[src/rtl/mem_arbiter.sv]
// Shared main-memory sequencer: arbitrates I-miss fills, D-miss fills and
// write-through stores, generates fill bursts and steers returned words.
module mem_arbiter #(
    parameter int unsigned WORDS  = 8,
    parameter int unsigned ADDR_W = 16
) (
    input  logic              clk,
    input  logic              rst,
    input  logic              i_miss,
    input  logic [ADDR_W-1:0] i_miss_addr,
    input  logic              d_miss,
    input  logic [ADDR_W-1:0] d_miss_addr,
    input  logic              d_wr,
    input  logic [ADDR_W-1:0] d_wr_addr,
    input  logic [15:0]       d_wr_data,
    output logic              mem_en,
    output logic              mem_wr,
    output logic [ADDR_W-1:0] mem_addr,
    output logic [15:0]       mem_wdata,
    input  logic [15:0]       mem_rdata,
    input  logic              mem_valid,
    output logic              fill_we,
    output logic              fill_sel_d,
    output logic [ADDR_W-1:0] fill_addr,
    output logic [15:0]       fill_data,
    output logic              i_done,
    output logic              d_done,
    output logic              wr_done,
    output logic              busy
);

    localparam int unsigned LOG_W = $clog2(WORDS);
    localparam int unsigned CNT_W = LOG_W + 1;
    localparam logic [ADDR_W-1:0] BASE_MASK = ~ADDR_W'((1 << (LOG_W + 1)) - 1);
    localparam logic [CNT_W-1:0]  CNT_WORDS = CNT_W'(WORDS);
    localparam logic [CNT_W-1:0]  CNT_LAST  = CNT_W'(WORDS - 1);

    typedef enum logic [1:0] {
        ST_IDLE,
        ST_FILL,
        ST_WRITE
    } state_t;

    state_t            r_state;
    state_t            w_state_nxt;
    logic [ADDR_W-1:0] r_base;
    logic              r_sel;
    logic [CNT_W-1:0]  r_issue_cnt;
    logic [CNT_W-1:0]  r_ret_cnt;
    logic [ADDR_W-1:0] r_wr_addr;
    logic [15:0]       r_wr_data;
    logic              r_i_done;
    logic              r_d_done;

    logic              w_grant_wr;
    logic              w_grant_d;
    logic              w_grant_i;
    logic              w_issue;
    logic              w_ret;
    logic              w_ret_last;
    logic [ADDR_W-1:0] w_issue_off;
    logic [ADDR_W-1:0] w_ret_off;

    assign w_issue_off = ADDR_W'(r_issue_cnt) << 1;
    assign w_ret_off   = ADDR_W'(r_ret_cnt) << 1;
    assign w_ret_last  = (r_ret_cnt == CNT_LAST);

    // State register
    always_ff @(posedge clk or posedge rst) begin
        if (rst) begin
            r_state <= ST_IDLE;
        end else begin
            r_state <= w_state_nxt;
        end
    end

    // Arbitration, next state and memory/fill outputs
    always_comb begin
        w_state_nxt = r_state;
        w_grant_wr  = 1'b0;
        w_grant_d   = 1'b0;
        w_grant_i   = 1'b0;
        w_issue     = 1'b0;
        w_ret       = 1'b0;
        mem_en      = 1'b0;
        mem_wr      = 1'b0;
        mem_addr    = '0;
        mem_wdata   = '0;
        fill_we     = 1'b0;
        fill_sel_d  = 1'b0;
        fill_addr   = '0;
        fill_data   = '0;
        wr_done     = 1'b0;
        case (r_state)
            ST_IDLE: begin
                // Data side is older in the pipeline, so it always wins
                if (d_wr) begin
                    w_grant_wr  = 1'b1;
                    w_state_nxt = ST_WRITE;
                end else if (d_miss) begin
                    w_grant_d   = 1'b1;
                    w_state_nxt = ST_FILL;
                end else if (i_miss) begin
                    w_grant_i   = 1'b1;
                    w_state_nxt = ST_FILL;
                end
            end
            ST_WRITE: begin
                mem_en      = 1'b1;
                mem_wr      = 1'b1;
                mem_addr    = r_wr_addr;
                mem_wdata   = r_wr_data;
                wr_done     = 1'b1;
                w_state_nxt = ST_IDLE;
            end
            ST_FILL: begin
                if (r_issue_cnt < CNT_WORDS) begin
                    w_issue  = 1'b1;
                    mem_en   = 1'b1;
                    mem_addr = r_base + w_issue_off;
                end
                // Returns overlap issue; words are matched purely by arrival order
                if (mem_valid) begin
                    w_ret      = 1'b1;
                    fill_we    = 1'b1;
                    fill_sel_d = r_sel;
                    fill_addr  = r_base + w_ret_off;
                    fill_data  = mem_rdata;
                    if (w_ret_last) begin
                        w_state_nxt = ST_IDLE;
                    end
                end
            end
            default: w_state_nxt = ST_IDLE;
        endcase
    end

    // Request capture, burst counters and registered done pulses
    always_ff @(posedge clk or posedge rst) begin
        if (rst) begin
            r_base      <= '0;
            r_sel       <= 1'b0;
            r_issue_cnt <= '0;
            r_ret_cnt   <= '0;
            r_wr_addr   <= '0;
            r_wr_data   <= '0;
            r_i_done    <= 1'b0;
            r_d_done    <= 1'b0;
        end else begin
            r_i_done <= 1'b0;
            r_d_done <= 1'b0;
            if (w_grant_wr) begin
                r_wr_addr <= d_wr_addr;
                r_wr_data <= d_wr_data;
            end
            if (w_grant_d || w_grant_i) begin
                r_base      <= (w_grant_d ? d_miss_addr : i_miss_addr) & BASE_MASK;
                r_sel       <= w_grant_d;
                r_issue_cnt <= '0;
                r_ret_cnt   <= '0;
            end else begin
                if (w_issue) begin
                    r_issue_cnt <= r_issue_cnt + CNT_W'(1);
                end
                if (w_ret) begin
                    r_ret_cnt <= r_ret_cnt + CNT_W'(1);
                    if (w_ret_last) begin
                        r_d_done <= r_sel;
                        r_i_done <= ~r_sel;
                    end
                end
            end
        end
    end

    assign i_done = r_i_done;
    assign d_done = r_d_done;
    assign busy   = (r_state != ST_IDLE);

endmodule

[config.mk]
export PLATFORM = sky130hd
export DESIGN_NAME = mem_arbiter
export DESIGN_NICKNAME = d
export VERILOG_FILES = /design/src/rtl/mem_arbiter.sv
export SDC_FILE = /design/constraint.sdc
export NUM_CORES = 1
export LEC_CHECK = 0
export ABC_AREA = 1
export CAP_MARGIN = 20
export CORE_MARGIN = 2
export CORE_UTILIZATION = 35
export CTS_BUF_LIST = sky130_fd_sc_hd__clkbuf_4
export DETAILED_ROUTE_END_ITERATION = 16
export PLACE_DENSITY = 0.73
export SLEW_MARGIN = 20
export SYNTH_ARGS = -nofsm -noshare
export SYNTH_HDL_FRONTEND = slang
export SYNTH_SLANG_ARGS = --single-unit
[constraint.sdc]
create_clock -name clk -period 1.82 [get_ports clk]
set_input_delay 0.364 -clock clk [delete_from_list [all_inputs] [get_ports clk]]
set_output_delay 0.364 -clock clk [all_outputs]
set_load 0.005 [all_outputs]
==> results.ini, run 1 <==
[placed_design]
gp_congestion = 0.816
placed_cells = 715
dp_hpwl_um = 7170
io_buffer_count = 148
place_area_um2 = 5250

[cts]
cts_buffer_depth = 2
htree_levels = 3
cts_hold_buf = 0
clock-root-buffer = clkbuf_4
cts_buffers = 9
clkLatencyLatePin_ps = 390
clkTransAtPathRegs_ps = 110
cts_tree = done
cts_sinks = 57

[timing]
worst_pin_slew_ps = 508
setup_slack_ps = -329
rsz0062_at_grt = true
fin_crit_sh_pct = 118
hold_violations = 0
fin_crit_ps = 2150
drv_slew = 0
relSlewSlack_pct = 65.8
setup_viol = 69
fmax_mhz = 465
final.setup_skew_ps = 14.6

[floorplan]
pin_count = 158
die_w_um = 102
coreArea_um2 = 9280
rows = 35
start_util_pct = 36.1
die_area_um2 = 10400
die_y_um = 102

[synthesis]
synth_fp_nets = 513
ys_seq_elements = 57
yosys.cell_types.count = 31
avgSynthCellArea_um2 = 8.01
synth_warnings = 0
syn_area_um2 = 3350
ys_seq_area_share_pct = 42.5
netlist_instances = 419

[drt]
drt_iter0_markers = 106
ant_nets = 0
wire_per_inst_um = 14.4
finalWirelength_um = 11100
drc = 0
first_pass_iters = 4
vias = 3599
routed_via_density = 4.67

[cells_and_area]
layoutNonFillerInstCount = 770
final_cell_area_um2 = 6260
num-fill-cells = 783
fin_nets = 730
final_layout_size_suffix_gt1_share_pct = 51.8
area_growth_pct = 86.6
num_antenna_cells = 0

[setup_path]
critical-path-max-stage-delay_ps = 420
end_kind = output pin
critical_path.max_fanout = 4
cp_cell_sequence = ha_4, ha_4, nand2_4, nor2_4, nand2_4, o21ai_2, nand2_1, nor2_1, buf_2
r2r_slack_ps = -50
worstSetupPathType = flop to output pin
cp-start-kind = flop
cp_slowest_cell = dfrtp_1
required_ps = 1460
worstPathArrival_ps = 1780

[pwr]
p_per_area_nw_per_um2 = 1320
p_leak_nw = 3.12
max-vdd-ir-drop_mv = 0.920

[global_route]
grt_pass1_wl_um = 17300
antenna_found_initial = 0
grt_max_degree = 58
grt_pass1_vias = 3759
gr-total-overflow = 0
grt.total_usage_pct = 20.9

[outcome]
violations = setup timing
status = complete, but fails checks

[flow_run]
maxCapViolations = 0

[worst_hold_path]
hold_class = input port to async pin

## path summary, 6_finish.rpt
path,from,to,cells past startpoint
worst max-delay path,r_base[4],fill_addr[14],9
worst min-delay path,rst,r_wr_data[9],3
worst max register to register,r_state[0],i_done,9
worst min register to register,r_wr_addr[1],r_wr_addr[1],1
max in group asynchronous,rst,r_base[6],3
min in group clk,r_wr_addr[1],r_wr_addr[1],1
## routing by layer
metal	share of wire, %	vias up	track usage, %
met5	0	-	0
met4	2.0	0	6.15
met3	5.0	18	3.63
met2	53	100	38.2
met1	40	1730	25.3
li1	-	1751	-
## synthesized netlist by cell type
library cell	instances	area [µm²]
nand2_2	6	37.5
nor2_2	1	6.26
nor4_1	2	12.5
mux2_2	32	360
nor3_2	1	10.0
o21ai_2	1	8.76
nand2_1	94	353
nor2_4	1	11.3
o21ai_0	20	100
buf_6	6	67.6
dfrtp_1	57	1430
a221oi_2	1	15.0
o21ai_1	3	15.0
buf_4	5	37.5
inv_2	4	15.0
a21oi_2	2	17.5
clkbuf_1	3	11.3
nand3_2	1	10.0
conb_1	1	3.75
ha_1	8	100
a211oi_1	1	7.51
nand2_4	1	11.3
a21oi_1	21	105
nor3_1	1	5.00
o211ai_1	12	90.1
nand3_1	7	35.0
buf_2	4	20.0
nor2_1	45	169
buf_1	2	7.51
inv_1	75	282
clkinv_1	1	3.75
## power breakdown
group	leakage [nW]	internal [W]	switching (W)	total, W
clock network	0.0698	0.000425	0.000492	0.000917
registers	0.694	0.00184	0.000509	0.00235
logic	2.35	0.00267	0.00232	0.00499
## layout by cell type (no fill, tap or decap), types with 2 or more instances in the layout
cell / n
buf_16: 2
clkdlybuf4s50_1: 79
nand2_4: 21
nand2_2: 20
o211ai_1: 12
inv_4: 4
ha_1: 2
o21ai_0: 14
a21oi_2: 16
nand3_1: 5
nand2_8: 2
dfrtp_1: 54
clkinvlp_4: 2
o21ai_1: 4
nor2_4: 27
a21oi_1: 7
buf_6: 45
nor2_2: 4
buf_4: 34
mux2_2: 32
nor2_1: 16
clkbuf_4: 10
inv_2: 21
ha_4: 6
dfrtp_2: 3
clkinv_2: 2
inv_1: 53
nand2_1: 58
o21ai_2: 5
buf_2: 54
nand3_4: 2
buf_12: 11
## flip-flops by register name, indices dropped and copies added (netlist names)
signal	flops
d_done	1
i_done	1
r_base	12
r_issue_cnt	4
r_ret_cnt	4
r_sel	1
r_state	2
r_wr_addr	16
r_wr_data	16
## worst max-delay path, delay by kind of cell, from the launching register on
| kind | cells | cell delay (ps) |
|---|---|---|
| DFF | 1 | 420 |
| buffers and inverters | 1 | 130 |
| adders and majority gates | 2 | 320 |
| and+or+nand+nor | 5 | 430 |
| AOI/OAI and AO/OA | 1 | 100 |
## cell type report
cell class                      count  area, µm²  share of cell area, %
Tap cell                          129        161                   2.58
Clock inverter                      6       58.8                  0.940
Multi-Input combinational cell    262       2090                   33.4
Clock buffer                       10       75.1                   1.20
Inverter                           80        330                   5.28
Sequential cell                    57       1430                   22.9
Timing Repair Buffer              226       2110                   33.8
## cell families (layout without fill, tap and decap cells)
logic type      after synthesis  in the layout  synth area share (%)
fa+ha+maj                     8              8                  2.98
buf+inv                     100            322                  13.2
simple gates                160            160                  19.7
other cells                   1              1                 0.112
flops                        57             57                  42.5
compound gates               61             61                  10.7
mux                          32             32                  10.7
## stage by stage
stage	hold slack (ps)	setup TNS, ps	worst slack, ps	power, W	utilization (%)
2_1_floorplan	408	0	56.4	0.00398	-
4_1_cts	326	-17740	-371	0.00784	63.8
5_1_grt	351	-19020	-418	0.00882	67.4
3_5_place_dp	426	-17510	-461	0.00582	56.5
3_3_place_gp	426	-16200	-453	0.00571	56.5
6_report	330	-13760	-329	0.00826	67.4
## repair_timing
| item | in CTS | in global routing |
|---|---|---|
| endpoints found under the hold margin | 0 | 0 |
| endpoints found under the setup margin | 69 | 71 |
| gates resized for setup | 425 | 105 |
| cloned | 5 | 0 |
| setup buffers | 30 | 17 |
| pin swaps | 35 | 24 |
(Power assumes the default switching activity.)
==> inputs of run 2 (changes only) <==
--- a/config.mk
+++ b/config.mk
@@ -7,7 +7,6 @@
 export LEC_CHECK = 0
 export ABC_AREA = 1
 export CAP_MARGIN = 20
-export CORE_MARGIN = 2
 export CORE_UTILIZATION = 35
 export CTS_BUF_LIST = sky130_fd_sc_hd__clkbuf_4
 export DETAILED_ROUTE_END_ITERATION = 16
==> run 2 against run 1 <==
The run still ends with setup timing left. Non-clock buffer count down 1. Cell count down 0.13%. Sequential cell count unchanged. Clock power up 2.4%. Hold slack worse by 3.6 ps. Sequential share of layout area down 0.054 points. Register-to-register slack better by 160 ps. Critical path type unchanged. Critical endpoint unchanged. Largest cell class unchanged.
==> results.ini, run 2 (same netlist as run 1, synthesis figures left out) <==
[outcome]
status = complete, but fails checks
violations = setup timing

[floorplan]
die_area_um2 = 9980  ; -3.9%
die_w_um = 99.9  ; -2.0%
pin_count = 158  ; unchanged
die_y_um = 99.9  ; -2.0%
rows = 35  ; unchanged
start_util_pct = 36.1  ; unchanged
coreArea_um2 = 9280  ; unchanged

[cells_and_area]
area_growth_pct = 86.7  ; about the same
layoutNonFillerInstCount = 769  ; -0.13%
final_cell_area_um2 = 6260  ; about the same
layout_common_cells = clkdlybuf4s50_1 (79), nand2_1 (60), dfrtp_1 (56), inv_1 (54), buf_2 (53)
final_layout_size_suffix_gt1_share_pct = 50.8  ; -1.0 points
fin_nets = 729  ; -0.14%
num_antenna_cells = 0  ; unchanged
final_common_cell = clkdlybuf4s50_1
reg.largest.list = r_wr_addr x16, r_wr_data x16, r_base x12

[setup_path]
cp-start-kind = flop
worstPathArrival_ps = 1850  ; +70 ps
crit_family = simple AND/OR/NAND/NOR gates
critical_path.max_fanout = 4  ; unchanged
end_kind = output pin
cp_num_buf_inv = 1  ; unchanged
critical-path-max-stage-delay_ps = 440  ; +20 ps
worstSetupPathType = flop to output pin
cp_cell_sequence = ha_4, ha_4, nand2_4, nor2_4, nand2_4, nor3_1, nor2_2, buf_2
required_ps = 1460  ; about the same
cp_slowest_cell = dfrtp_1

[worst_hold_path]
hold_class = input port to async pin

[pwr]
pwr-share-clk_pct = 11.1  ; about the same
finalPower_w = 0.00848  ; +2.7%
p_leak_nw = 3.12  ; about the same
seq_power_share_pct = 27.6  ; -0.9 points
p_switching_w = 0.00334  ; +0.54%
pwr-share-comb_pct = 61.4  ; +1.0 points
max-vdd-ir-drop_mv = 0.966  ; +5.0%
sw_frac_of_total_pct = 39.3  ; -0.86 points
p_per_area_nw_per_um2 = 1350  ; +2.7%
intPower_w = 0.00515  ; +4.2%

[timing]
fin_crit_ps = 2210  ; +60.8 ps
setup_tns_ps = -13850  ; -90.3 ps
rsz0062_at_grt = true
fmax_mhz = 453  ; -2.8%
final.setup_skew_ps = 13.4  ; -1.18 ps
setup_viol = 68  ; -1.4%
hold_violations = 0  ; unchanged
fin_crit_sh_pct = 121  ; +3.3 points
drv_slew = 0  ; unchanged
setup_slack_ps = -390  ; -60.8 ps

[placed_design]
gp_congestion = 0.899  ; +10%
place_area_um2 = 5240  ; about the same
placed_cells = 716  ; +0.14%
place_ws_ps = -468  ; -7.27 ps
io_buffer_count = 148  ; unchanged
dp_hpwl_um = 7050  ; -1.6%

[drt]
ant_nets = 0  ; unchanged
vias = 3599  ; unchanged
route.met2.wl_um = 5870  ; -0.12%
routed.top_layer = met4
met3RoutedLength_um = 505  ; -9.5%
wire_per_inst_um = 14.0  ; -2.8%
met1_length_um = 4220  ; -4.2%
finalWirelength_um = 10700  ; -2.9%
drc = 0  ; unchanged
first_pass_iters = 4  ; unchanged
drt_iter0_markers = 124  ; +17%
routed_via_density = 4.68  ; +0.13%

[cts]
cts_tree = done
clock-root-buffer = clkbuf_4
clkTransAtPathRegs_ps = 110  ; about the same
clkLatencyLatePin_ps = 400  ; about the same
cts_buffers = 9  ; unchanged
cts_buffer_depth = 2  ; unchanged
cts_sinks = 57  ; unchanged
htree_levels = 3  ; unchanged

[global_route]
grt_max_degree = 58  ; unchanged
grt.total_usage_pct = 22.4  ; +1.5 points
antenna_found_initial = 0  ; unchanged
gr-total-overflow = 0  ; unchanged
grt_pass1_wl_um = 17600  ; +1.8%
grt_pass1_vias = 3798  ; +1.0%

[flow_run]
maxCapViolations = 0  ; unchanged

run 2: changes by cell type in the layout (fill, tap and decap cells not counted), sizes merged:
cell / before / now
buf: 147 / 143
dlymetal6s2s: 0 / 1
clkinvlp: 2 / 1
clkbuf: 10 / 13
run 2: area by class of cell:
| type | count | area [µm²] |
|---|---|---|
| fillers | 758 | 3020 |
| repair buffers | 225 | 2150 |
| multi-input cells | 262 | 2050 |
| flip-flops and latches | 57 | 1430 |
| inverters | 80 | 325 |
| well taps | 129 | 161 |
| clock buffers | 11 | 82.6 |
| clock inverters | 5 | 56.3 |
run 2: worst register-to-register path: cells and delay by family (launching register included):
family,cells,cell delay (ps)
buffers and inverters,5,600
AND/OR/NAND/NOR,1,70
flip-flops,1,390
multiplexers,1,380
adder cells (fa/ha/maj),1,160
run 2: path summary, 6_finish.rpt:
path	start	slack, ps	cells after the start	endpoint
min	rst	330	3	r_wr_data[10]
min in group clk	r_sel	460	1	i_done
max	r_base[4]	-390	8	fill_addr[14]
min reg2reg	r_sel	460	1	i_done
max reg2reg	r_state[0]	110	8	r_wr_data[6]
max in group asynchronous	rst	1210	3	r_wr_addr[2]
run 2: routing by layer:
layer / up-vias / GRT usage, %
li1: 1736 / -
met2: 96 / 41.4
met5: - / 0
met3: 15 / 4.46
met1: 1752 / 26.3
met4: 0 / 6.11
run 2: power by group through the flow:
stage | registers, W | clock network, W | logic (W)
global route | 0.00241 | 0.00101 | 0.00563
floorplan | 0.00212 | 0 | 0.00186
finish | 0.00234 | 0.000939 | 0.00521
global placement | 0.00217 | 0 | 0.00350
detailed placement | 0.00221 | 0 | 0.00358
CTS | 0.00227 | 0.000965 | 0.00468
run 2: through the flow:
step / hold slack, ps / util (%)
final: 326 / 67.5
after CTS: 315 / 64.2
after global placement: 429 / 56.5
after global routing: 335 / 67.5
after detailed placement: 424 / 56.5
after floorplan: 408 / -
run 2: timing repair:
item,in CTS,in global routing
setup buffers,28,9
endpoints found under the setup margin,69,69
hold buffers,0,0
resized for setup,413,91
pin swaps,33,20
cloned,6,0
